==> src/rtl/axis_mm_stream_ctrl.sv <==
// AXI-Stream controller between the DMA streams and the matrix-multiply core:
// loads weight/input BRAMs, starts the core and drains results through a 2-entry skid buffer.
// Optional cycle counters are enabled with `define AXIS_MM_PERF_CNT_EN.
module axis_mm_stream_ctrl #(
  parameter int WIDTH       = 16,
  parameter int CHUNK_SIZE  = 4,
  parameter int NUM_CORES   = 2,
  parameter int NUM_W_WORDS = 6,
  parameter int NUM_I_WORDS = 4,
  parameter int NUM_O_WORDS = 6,
  parameter int W_ADDR_W    = 3,
  parameter int I_ADDR_W    = 2,
  parameter int O_ADDR_W    = 3
) (
  input  logic                                  aclk,
  input  logic                                  areset,
  input  logic [WIDTH*CHUNK_SIZE*NUM_CORES-1:0] s_axis_i_tdata,
  input  logic                                  s_axis_i_tvalid,
  input  logic                                  s_axis_i_tlast,
  output logic                                  s_axis_i_tready,
  input  logic [WIDTH*CHUNK_SIZE-1:0]           s_axis_w_tdata,
  input  logic                                  s_axis_w_tvalid,
  input  logic                                  s_axis_w_tlast,
  output logic                                  s_axis_w_tready,
  output logic [WIDTH*CHUNK_SIZE*NUM_CORES-1:0] m_axis_tdata,
  output logic                                  m_axis_tvalid,
  output logic                                  m_axis_tlast,
  input  logic                                  m_axis_tready,
  output logic                                  wb_ena,
  output logic [WIDTH*CHUNK_SIZE/8-1:0]         wb_wea,
  output logic [W_ADDR_W-1:0]                   wb_addra,
  output logic [WIDTH*CHUNK_SIZE-1:0]           wb_dina,
  output logic                                  in_ena,
  output logic [WIDTH*CHUNK_SIZE*NUM_CORES/8-1:0] in_wea,
  output logic [I_ADDR_W-1:0]                   in_addra,
  output logic [WIDTH*CHUNK_SIZE*NUM_CORES-1:0] in_dina,
  output logic                                  core_start,
  input  logic                                  core_done,
  output logic                                  out_enb,
  output logic [O_ADDR_W-1:0]                   out_addrb,
  input  logic [WIDTH*CHUNK_SIZE*NUM_CORES-1:0] out_doutb,
  input  logic                                  cfg_keep_w,
  output logic                                  busy,
  output logic                                  err_tlast,
  input  logic                                  err_clr
`ifdef AXIS_MM_PERF_CNT_EN
  ,
  output logic [31:0]                           perf_load_cycles,
  output logic [31:0]                           perf_run_cycles,
  output logic [31:0]                           perf_drain_cycles
`endif
);

  localparam int WW = WIDTH * CHUNK_SIZE;
  localparam int IW = WW * NUM_CORES;
  localparam logic [W_ADDR_W:0] W_LAST = (W_ADDR_W+1)'(NUM_W_WORDS - 1);
  localparam logic [I_ADDR_W:0] I_LAST = (I_ADDR_W+1)'(NUM_I_WORDS - 1);
  localparam logic [O_ADDR_W:0] O_LAST = (O_ADDR_W+1)'(NUM_O_WORDS - 1);
  localparam logic [O_ADDR_W:0] O_NUM  = (O_ADDR_W+1)'(NUM_O_WORDS);
  localparam logic [W_ADDR_W:0] W_ONE  = (W_ADDR_W+1)'(1);
  localparam logic [I_ADDR_W:0] I_ONE  = (I_ADDR_W+1)'(1);
  localparam logic [O_ADDR_W:0] O_ONE  = (O_ADDR_W+1)'(1);

  typedef enum logic [2:0] {
    S_IDLE  = 3'd0,
    S_LOAD  = 3'd1,
    S_START = 3'd2,
    S_RUN   = 3'd3,
    S_DRAIN = 3'd4
  } state_t;

  state_t              state_q, state_d;
  logic                skip_w_q, w_done_q, i_done_q, weights_valid_q, err_tlast_q;
  logic [W_ADDR_W:0]   w_cnt_q;
  logic [I_ADDR_W:0]   i_cnt_q;
  logic [O_ADDR_W:0]   rd_cnt_q, tx_cnt_q;
  logic                inflight_q, wr_ptr_q, rd_ptr_q;
  logic [1:0]          occ_q;
  logic [IW-1:0]       buf_q [0:1];
  logic                keep_s, w_hs_s, i_hs_s, w_err_s, i_err_s, pop_s, last_tx_s, issue_s;
  logic [2:0]          level_s;

  assign keep_s    = cfg_keep_w & weights_valid_q;
  assign w_hs_s    = s_axis_w_tvalid & s_axis_w_tready;
  assign i_hs_s    = s_axis_i_tvalid & s_axis_i_tready;
  assign w_err_s   = w_hs_s & (s_axis_w_tlast != (w_cnt_q == W_LAST));
  assign i_err_s   = i_hs_s & (s_axis_i_tlast != (i_cnt_q == I_LAST));
  assign wb_ena    = w_hs_s;
  assign wb_wea    = {(WW/8){w_hs_s}};
  assign wb_addra  = w_cnt_q[W_ADDR_W-1:0];
  assign wb_dina   = s_axis_w_tdata;
  assign in_ena    = i_hs_s;
  assign in_wea    = {(IW/8){i_hs_s}};
  assign in_addra  = i_cnt_q[I_ADDR_W-1:0];
  assign in_dina   = s_axis_i_tdata;

  // Skid buffer: a read may issue only if the beat leaving this cycle frees room for it.
  assign m_axis_tvalid = (occ_q != 2'd0);
  assign m_axis_tdata  = buf_q[rd_ptr_q];
  assign last_tx_s     = (tx_cnt_q == O_LAST);
  assign m_axis_tlast  = m_axis_tvalid & last_tx_s;
  assign pop_s         = m_axis_tvalid & m_axis_tready;
  assign level_s       = {1'b0, occ_q} + {2'b00, inflight_q} - {2'b00, pop_s};
  assign issue_s       = (state_q == S_DRAIN) && (rd_cnt_q < O_NUM) && (level_s < 3'd2);
  assign out_enb       = issue_s;
  assign out_addrb     = rd_cnt_q[O_ADDR_W-1:0];
  assign busy          = (state_q != S_IDLE);
  assign err_tlast     = err_tlast_q;

  always_comb begin
    state_d         = state_q;
    s_axis_w_tready = 1'b0;
    s_axis_i_tready = 1'b0;
    core_start      = 1'b0;
    case (state_q)
      S_IDLE: state_d = S_LOAD;
      S_LOAD: begin
        s_axis_w_tready = !w_done_q && !skip_w_q;
        s_axis_i_tready = !i_done_q;
        if (w_done_q && i_done_q) state_d = S_START;
        else                      state_d = S_LOAD;
      end
      S_START: begin
        core_start = 1'b1;
        state_d    = S_RUN;
      end
      S_RUN: begin
        if (core_done) state_d = S_DRAIN;
        else           state_d = S_RUN;
      end
      S_DRAIN: begin
        if (pop_s && last_tx_s) state_d = S_IDLE;
        else                    state_d = S_DRAIN;
      end
      default: state_d = S_IDLE;
    endcase
  end

  always_ff @(posedge aclk) begin
    if (areset) begin
      state_q         <= S_IDLE;
      skip_w_q        <= 1'b0;
      w_done_q        <= 1'b0;
      i_done_q        <= 1'b0;
      weights_valid_q <= 1'b0;
      w_cnt_q         <= '0;
      i_cnt_q         <= '0;
      rd_cnt_q        <= '0;
      tx_cnt_q        <= '0;
      inflight_q      <= 1'b0;
      wr_ptr_q        <= 1'b0;
      rd_ptr_q        <= 1'b0;
      occ_q           <= 2'd0;
      buf_q[0]        <= '0;
      buf_q[1]        <= '0;
    end else begin
      state_q <= state_d;
      case (state_q)
        S_IDLE: begin
          skip_w_q   <= keep_s;
          w_done_q   <= keep_s;
          i_done_q   <= 1'b0;
          w_cnt_q    <= '0;
          i_cnt_q    <= '0;
          rd_cnt_q   <= '0;
          tx_cnt_q   <= '0;
          inflight_q <= 1'b0;
          wr_ptr_q   <= 1'b0;
          rd_ptr_q   <= 1'b0;
          occ_q      <= 2'd0;
          if (!keep_s) weights_valid_q <= 1'b0;
        end
        S_LOAD: begin
          if (w_hs_s) begin
            w_cnt_q <= w_cnt_q + W_ONE;
            if (w_cnt_q == W_LAST) begin
              w_done_q        <= 1'b1;
              weights_valid_q <= 1'b1;
            end
          end
          if (i_hs_s) begin
            i_cnt_q <= i_cnt_q + I_ONE;
            if (i_cnt_q == I_LAST) i_done_q <= 1'b1;
          end
        end
        S_DRAIN: begin
          inflight_q <= issue_s;
          if (issue_s) rd_cnt_q <= rd_cnt_q + O_ONE;
          if (inflight_q) begin
            buf_q[wr_ptr_q] <= out_doutb;
            wr_ptr_q        <= ~wr_ptr_q;
          end
          if (pop_s) begin
            rd_ptr_q <= ~rd_ptr_q;
            tx_cnt_q <= tx_cnt_q + O_ONE;
          end
          occ_q <= occ_q + {1'b0, inflight_q} - {1'b0, pop_s};
        end
        default: ;
      endcase
    end
  end

  // A new mismatch takes priority over a clear in the same cycle.
  always_ff @(posedge aclk) begin
    if (areset)                  err_tlast_q <= 1'b0;
    else if (w_err_s || i_err_s) err_tlast_q <= 1'b1;
    else if (err_clr)            err_tlast_q <= 1'b0;
    else                         err_tlast_q <= err_tlast_q;
  end

`ifdef AXIS_MM_PERF_CNT_EN
  logic [31:0] load_cyc_q, run_cyc_q, drain_cyc_q;

  function automatic logic [31:0] sat_inc(input logic [31:0] v);
    return (v == 32'hFFFF_FFFF) ? v : v + 32'd1;
  endfunction

  // Per-job phase counters, published when the drain completes.
  always_ff @(posedge aclk) begin
    if (areset) begin
      load_cyc_q        <= 32'd0;
      run_cyc_q         <= 32'd0;
      drain_cyc_q       <= 32'd0;
      perf_load_cycles  <= 32'd0;
      perf_run_cycles   <= 32'd0;
      perf_drain_cycles <= 32'd0;
    end else begin
      case (state_q)
        S_IDLE: begin
          load_cyc_q  <= 32'd0;
          run_cyc_q   <= 32'd0;
          drain_cyc_q <= 32'd0;
        end
        S_LOAD: load_cyc_q <= sat_inc(load_cyc_q);
        S_RUN:  run_cyc_q  <= sat_inc(run_cyc_q);
        S_DRAIN: begin
          drain_cyc_q <= sat_inc(drain_cyc_q);
          if (state_d == S_IDLE) begin
            perf_load_cycles  <= load_cyc_q;
            perf_run_cycles   <= run_cyc_q;
            perf_drain_cycles <= sat_inc(drain_cyc_q);
          end
        end
        default: ;
      endcase
    end
  end
`endif

endmodule

==> config.mk <==
export PLATFORM = sky130hd
export DESIGN_NAME = axis_mm_stream_ctrl
export DESIGN_NICKNAME = d
export VERILOG_FILES = /design/src/rtl/axis_mm_stream_ctrl.sv
export SDC_FILE = /design/constraint.sdc
export NUM_CORES = 1
export LEC_CHECK = 0
export ABC_CLOCK_PERIOD_IN_PS = 14070
export CAP_MARGIN = 30
export CORE_AREA = 10 10 261 263
export DETAILED_ROUTE_END_ITERATION = 10
export DIE_AREA = 0 0 271 273
export HOLD_SLACK_MARGIN = 0.15
export PLACE_DENSITY = 0.56
export SETUP_SLACK_MARGIN = 0.2
export SKIP_CTS_REPAIR_TIMING = 1
export SKIP_LAST_GASP = 1
export SYNTH_ARGS = -nofsm -noshare
export SYNTH_HDL_FRONTEND = slang
export SYNTH_SLANG_ARGS = --single-unit
==> constraint.sdc <==
create_clock -name aclk -period 14.07 [get_ports aclk]
set_input_delay 2.814 -clock aclk [delete_from_list [all_inputs] [get_ports aclk]]
set_output_delay 2.814 -clock aclk [all_outputs]
set_load 0.03 [all_outputs]
# Yosys cells after proc, flatten, opt, wreduce, memory -nomap -nowiden
# Memory sizes are Yosys's and may differ from the RTL's. A register that Yosys moved wholly into a read port is not among the register bits.
# Index checks and enable logic that the tools add are counted.
[totals] ff_bits=28 ramBits=256 inputBits=330 output_inout_bits=362 wordCells=117 mem_count=1
[classes] add_sub_neg=8 magnitude_cmp=2 n_eq_ne=17 mux=42 n_bitwise=9 reduce_logical=24
[memory_table] memory="buf_q" depth=2 word_bits=128 read_ports=1 rd_clocked_by_memory_dff=1 wr=2 line_no="79" text="logic [IW-1:0] buf_q [0:1];"
[ops] cell="128-bit two-way mux" n=1
[ops] cell="128-bit OR reduction" n=1
[ops] cell="4-bit case mux with 2 select lines" n=3
[ops] cell="1-bit two-way mux" n=22
[ops] cell="2-bit inequality test, second input constant" n=8
[ops] cell="3-bit case mux with 5 select lines" n=1
[ops] cell="4-bit by 1-bit adder with 4-bit output, second input constant" n=3
[ops] cell="4-bit two-way mux" n=3
[ops] cell="1-bit case mux with 2 select lines" n=6
[ops] cell="2-bit AND reduction" n=5
[ops] cell="3-bit by 2-bit equality test with 1-bit output, second input constant" n=3
[ops] cell="3-bit two-way mux" n=3
[ops] cell="4-bit by 3-bit equality test with 1-bit output, second input constant" n=2
[ops] cell="2-bit nonzero test" n=4
[ops] cell="1-bit AND" n=7
[ops] cell="3-bit case mux with 2 select lines" n=1
[ops] cell="3-bit AND reduction" n=2
[ops] cell="1-bit logical AND" n=5
[ops] cell="4-bit by 3-bit less-than comparator with 1-bit output, second input constant" n=1
[ops] cell="2-bit case mux with 2 select lines" n=1
[ops] cell="4-bit AND reduction" n=1
[ops] cell="2-bit by 1-bit adder with 3-bit output" n=1
[ops] cell="3-bit by 1-bit adder with 3-bit output, second input constant" n=1
[ops] cell="3-bit by 1-bit equality test with 1-bit output, second input constant" n=1
[ops] cell="other kinds (12)" n=16

# Logic depth before layout (Yosys ltp)
# Gate-level depths: netlist (run 1).
[depth] word_depth=7 depth_mapped=10 mapped_depth_nobuf=9

# Worst setup path after synthesis (run 1)
# OpenSTA, ideal clock, no wires.
[synth_timing] path_kind="reg2reg" start="register state_q[1]" end="memory buf_q[1][0] in the netlist's numbering (enable)" setup_time_ps=792 arrival_ps=9930 required_time_ps=13278 path_slack_ps=3348 stages_incl_launch_ff=5 n_path_buf=2 period_less_slack_ps=10722 cell_sequence="dfxtp_1 -> buf_6 -> or3b_4 -> buf_6 -> o21ai_0"
[synth_lines] item="start, declared" line_no="72" text="state_t state_q, state_d;"
[synth_lines] item="start signal, assigned" line_no="157" text="state_q <= state_d;"
[synth_lines] item="end, declared" line_no="79"

# Worst setup path after layout (run 1)
[layout_timing] start="input port m_axis_tready" end="output port out_enb"
[layout_via] elab_chain_len=4
[layout_rtl] item="start, declared" line_no="28" text="input logic m_axis_tready,"
[layout_rtl] item="1-bit AND" line_no="102" text="assign pop_s = m_axis_tvalid & m_axis_tready;"
[layout_rtl] item="3-bit by 1-bit subtractor with 3-bit output" line_no="103" text="assign level_s = {1'b0, occ_q} + {2'b00, inflight_q} - {2'b00, pop_s};"
[layout_rtl] item="3-bit by 2-bit less-than comparator with 1-bit output" line_no="104" text="assign issue_s = (state_q == S_DRAIN) && (rd_cnt_q < O_NUM) && (level_s < 3'd2);"
[layout_rtl] item="1-bit logical AND" line_no="104"
[layout_rtl] item="end, declared" line_no="39" text="output logic out_enb,"
# No other way between the ends.

==> metrics, run 1 <==
DR vias=8,332; Syn. warnings=0; gr usage total=0.116; DIE AREA=74,000 um^2; RSZ-0062 raised after global routing=no; Synth Instances=1,088; CTS sink count=285; layout cells sized above 1=0.169; CP max-delay cell=clkdlybuf4s50_1; crit-path cells=clkdlybuf4s50_1 -> o21ai_0 -> inv_1 -> ha_1 -> inv_1 -> ha_1 -> fa_1 -> a211oi_1 -> nand3_1 -> inv_1 -> clkdlybuf4s50_1; hold depth=1; GP Congestion=0.746; first-pass GRT wire length=62,900 um; clock latency on the worst-skew pair=0.53 ns; Synth area leader=edfxtp_1; Clk Tree Root Cell=clkbuf_16; crit start category=primary input; end of the critical path=out_enb; Worst R2R End=rd_cnt_q[0]; minimum clock period=8.90 ns; TritonCTS clock tree=yes; max-slew violations=0; Synth Cell Area=14,200 um^2; Die X=271 um; distinct cell type count after synthesis=45; number of routed nets with antenna violations=0; average wire per standard cell=22.2 um; VDD IR max=0.0719 mV; DP Area=16,500 um^2; Worst R2R Setup Slack=10.81 ns; crit path kind=primary input to primary output; largest cells by area after synthesis=edfxtp_1 54%, buf_4 12%, and2_1 11%, mux2_2 10%, dfxtp_1 4.1%; vias in the first global route=8,681; Leakage Power=6.30 nW; status=finished, final reports clean; Initial Utilization=0.226; main flop type after synthesis=edfxtp_1; non-filler instance count after layout=2,040; HP Class=flop to flop; FP Rows=92; Final Cycle Share=0.632; initial antenna violation count=1; clock skew=0.0167 ns; # H-tree levels=2; first-iteration detailed-routing DRC count=418; crit path from=m_axis_tready; most frequent cells in the layout=307 x clkdlybuf4s50_1, 256 x and2_1, 256 x edfxtp_1, 129 x mux2_2, 35 x clkbuf_16; drt drc=0; Post-Route WL=45,300 um; Sum Neg Setup Slack=0 ns; Final Net Count=1,506; total CTS buffers=35; worst path required time=11.26 ns; MaxCap Viol Count=0; post-route cell area=17,600 um^2; port bufs=307; EDFF count, synth=256; CP max FO=12; Final Hold Fails=0; GRT overflow=0; worst slew pin tran=1.01 ns; die height=273 um; Mean Syn Cell Area=13.0 um^2; Crit path top cell by count=inv_1; commonest non-fill, non-tap cell in the layout=clkdlybuf4s50_1; final setup fails=0; Power Dens Cells=113 nW/um^2; dpl cells=1,974; post-DR vias/cell=4.08; core region area=62,700 um^2; largest net degree at the start of global routing=76; I/O pins=692; number of synthesized register bits=285; crit end category=primary output; Reg2Reg Depth=9; Max Root-Sink Buffers=3; Seq/Total Area, Yosys=0.584; first drt pass iteration count=4; Critical Path AT=6.08 ns; Async S/R FF share, synth=0; slowest cell delay on critical path=0.68 ns; Fmax achieved=0.112 GHz; Area Overhead vs Synth=24.6%; Rel. slew slack=0.322; clk slew on worst S/H paths=0.06 ns; HPWL Detailed=32,000 um; Reg-to-Reg Start=occ_q[1]; synthesized net count=1,428; Synth top area share=0.543
==> synth_stat cells, types with 2 or more instances <==
| library cell | instances |
|---|---|
| mux2_2 | 129 |
| nor3_2 | 2 |
| buf_2 | 2 |
| and2_1 | 256 |
| o31ai_1 | 5 |
| o21ai_0 | 7 |
| dfxtp_1 | 29 |
| nand2_1 | 8 |
| or3_1 | 8 |
| mux2i_1 | 2 |
| or4_1 | 5 |
| buf_6 | 2 |
| buf_1 | 3 |
| and3_1 | 2 |
| a31oi_1 | 2 |
| xor2_1 | 2 |
| nand3b_1 | 2 |
| clkbuf_2 | 4 |
| or3b_1 | 3 |
| ha_1 | 9 |
| nor3_1 | 3 |
| inv_1 | 14 |
| nor3b_1 | 3 |
| a211oi_1 | 7 |
| nand3_1 | 7 |
| clkbuf_1 | 43 |
| o211ai_1 | 8 |
| buf_4 | 225 |
| edfxtp_1 | 256 |
| nor2_1 | 8 |
| nand4_1 | 2 |
| a21oi_1 | 17 |
==> report_power, final <==
part / internal [mW] / switching [mW]
clock network: 0.520 / 0.361
logic: 0.0757 / 0.0838
registers: 0.945 / 0.00686
total: 1.54 / 0.452
==> layout make-up <==
class                           count  area (um^2)
Clock buffer                       41          908
Fill cell                        6349        45100
Inverter                           14         52.6
Antenna cell                        3         7.51
Sequential cell                   285         8270
Multi-Input combinational cell    510         3960
Timing Repair Buffer              320         3190
Clock inverter                     21          203
Tap cell                          846         1060
==> routing by layer <==
metal | up-vias | track usage | wire [um] | share of wire
met1 | 3989 | 0.117 | 15500 | 0.34
met5 | - | 0.0145 | 135 | 0.0030
met4 | 6 | 0.0490 | 1710 | 0.038
met3 | 145 | 0.0712 | 6340 | 0.14
li1 | 3710 | - | - | -
met2 | 482 | 0.188 | 21600 | 0.48
==> critical path, delay by kind of cell <==
kind / cells / cell delay, ns
buf+inv: 5 / 1.35
simple gates: 1 / 0.24
compound gates: 2 / 0.70
fa+ha+maj: 3 / 0.97
==> logic make-up (layout without fill, tap and decap cells) <==
logic type | after synthesis | in the layout | synth area share
and+or+nand+nor | 317 | 317 | 0.141
adders and majority gates | 10 | 10 | 0.00936
AOI/OAI and AO/OA | 49 | 49 | 0.0217
muxes | 131 | 131 | 0.104
other | 0 | 3 | 0
xor gates and xnor gates | 3 | 3 | 0.00186
buffers and inverters | 293 | 396 | 0.139
DFF | 285 | 285 | 0.584
==> worst min path at each step <==
stage	from	endpoint
finish	rd_cnt_q[3]	rd_cnt_q[3]
global route	rd_cnt_q[3]	rd_cnt_q[3]
CTS	occ_q[0]	occ_q[0]
detailed placement	rd_cnt_q[3]	rd_cnt_q[3]
global placement	tx_cnt_q[3]	tx_cnt_q[3]
floorplan	weights_valid_q	skip_w_q
==> registers in the layout (all words and copies together) (netlist names), named ones only <==
name	count
w_cnt_q	4
i_done_q	1
wr_ptr_q	1
err_tlast	1
state_q	3
rd_cnt_q	4
occ_q	2
tx_cnt_q	4
rd_ptr_q	1
skip_w_q	1
i_cnt_q	3
buf_q	256
inflight_q	1
weights_valid_q	1
w_done_q	1
==> through the flow <==
stage | setup slack, ns | hold WS (ns) | utilization | total power, mW
detailed placement | 5.18 | 0.485 | 0.263 | 1.13
floorplan | 3.35 | 0.453 | - | 1.15
global route | 4.97 | 0.507 | 0.281 | 2.07
global placement | 5.28 | 0.471 | 0.263 | 1.13
CTS | 5.17 | 0.494 | 0.281 | 2.03
finish | 5.17 | 0.492 | 0.281 | 1.99
(Power assumes the default switching activity.)
==> run 2, diff against run 1 <==
ABC_CLOCK_PERIOD_IN_PS = 8500   (was 14070)
clock period = 8.5 ns   (was 14.07 ns; I/O delays follow)
==> metrics, run 2 (synthesis gave the netlist of run 1 again) <==
Sw Ratio=0.229; largest net degree at the start of global routing=88; number of routed nets with antenna violations=0; max-slew violations=0; Critical Path AT=4.80 ns; crit path kind=primary input to primary output; post-place setup slack=1.89 ns; crit-path cells=clkdlybuf4s50_1 -> o21ai_0 -> buf_2 -> inv_1 -> ha_1 -> inv_1 -> ha_1 -> fa_1 -> a211oi_1 -> nand3_1 -> inv_1 -> clkdlybuf4s50_1; status=finished, final reports clean; clk slew on worst S/H paths=0.06 ns; first-pass GRT wire length=64,100 um; core region area=62,700 um^2; # H-tree levels=2; Fin Hold WS=0.491 ns; vias in the first global route=8,821; gr usage total=0.118; HP Class=flop to flop; Final WS setup=2.00 ns; Crit path top cell by count=inv_1; slowest cell delay on critical path=0.68 ns; drt drc=0; commonest non-fill, non-tap cell in the layout=clkdlybuf4s50_1; RSZ-0062 raised after global routing=no; minimum clock period=6.50 ns; Worst R2R End=buf_q[1][95]; initial antenna violation count=2; FILL cells=6,338; first drt pass iteration count=5; Worst R2R Setup Slack=5.56 ns; Clk Tree Root Cell=clkbuf_16; layout cells sized above 1=0.173; crit end category=primary output; Initial Utilization=0.226; DR vias=8,270; Top reg by flops=buf_q; FP Rows=92; non-filler instance count after layout=2,041; Final Cycle Share=0.765; fin util=0.283; final setup fails=0; TritonCTS clock tree=yes; total CTS buffers=35; GRT overflow=0; Fmax achieved=0.154 GHz; critical path's top delay family=buffers and inverters; clock latency on the worst-skew pair=0.55 ns; post-DR vias/cell=4.05; CTS sink count=285; Power Dens Cells=189 nW/um^2; most frequent cells in the layout=307 x clkdlybuf4s50_1, 256 x and2_1, 256 x edfxtp_1, 129 x mux2_2, 35 x clkbuf_16; HPWL Detailed=32,600 um; Max Root-Sink Buffers=3; Comb power frac=0.079; DIE AREA=74,000 um^2; Post-Route WL=45,800 um; Leakage Power=6.35 nW; worst slew pin tran=0.928 ns; average wire per standard cell=22.4 um; Internal=2.58 mW; clock network power share=0.450; port bufs=307; clock skew=0.0231 ns; Reg-to-Reg Start=state_q[2]; Flop pwr share=0.471; P_sw=0.765 mW; first-iteration detailed-routing DRC count=491; worst path required time=6.80 ns; Min-Delay Endpoint=occ_q[0]; Area Overhead vs Synth=25.2%; Final Hold Fails=0; Final Net Count=1,507; Die X=271 um; Rel. slew slack=0.381; hold depth=2; VDD IR max=0.107 mV; MaxCap Viol Count=0; GP Congestion=0.738; Reg2Reg Depth=3; Worst Path Buf+Inv=6; hold_sp=occ_q[0]; Sum Neg Setup Slack=0 ns; crit start category=primary input; CP max FO=11; I/O pins=692; number of flip-flops in the largest register=256; dpl cells=1,973; die height=273 um; CP max-delay cell=clkdlybuf4s50_1
## run 2: metal layers
metal,wire length [um],GRT usage,vias up
met5,120,0.0191,-
met4,1410,0.0425,6
met3,5370,0.0645,127
met2,21700,0.190,448
met1,17200,0.128,3978
li1,-,-,3711
## run 2: stage by stage
stage	cell area (um^2)	power, mW
after detailed placement	16500	1.88
after global placement	16500	1.87
after CTS	17700	3.40
final	17700	3.34
after global routing	17700	3.48
after floorplan	14200	1.90
## run 2: worst register-to-register path, stage by stage (launching register included)
cell	delay (ns)
dfxtp_1	0.58
or3b_4	0.54
o21ai_4	0.54
buf_4	0.81
## run 2: final cells by class
class / count / area (um^2) / share of cell area
repair buffers: 321 / 3230 / 0.182
clock buffers: 37 / 883 / 0.0498
well taps: 846 / 1060 / 0.0597
multi-input cells: 510 / 3960 / 0.223
clock inverters: 27 / 284 / 0.0160
diodes: 1 / 2.50 / 0.000141
flip-flops and latches: 285 / 8270 / 0.466
inverters: 14 / 52.6 / 0.00296
## run 2: worst max-delay path by stage
| stage | start | endpoint | slack (ns) | depth (start not counted) |
|---|---|---|---|---|
| finish | m_axis_tready | out_enb | 2.00 | 12 |
| global route | m_axis_tready | out_enb | 1.81 | 12 |
| CTS | m_axis_tready | out_enb | 1.85 | 11 |
| detailed placement | m_axis_tready | out_enb | 1.89 | 11 |
| global placement | m_axis_tready | out_enb | 1.94 | 11 |
| floorplan | state_q[1] | buf_q[1][0] | 1.23 | 4 |
## run 2: power groups by stage
stage | registers [mW] | logic, mW | clock network [mW]
final | 1.58 | 0.265 | 1.50
after global routing | 1.58 | 0.282 | 1.62
after CTS | 1.58 | 0.272 | 1.55
after detailed placement | 1.61 | 0.270 | 0
after global placement | 1.60 | 0.267 | 0
after floorplan | 1.61 | 0.291 | 0
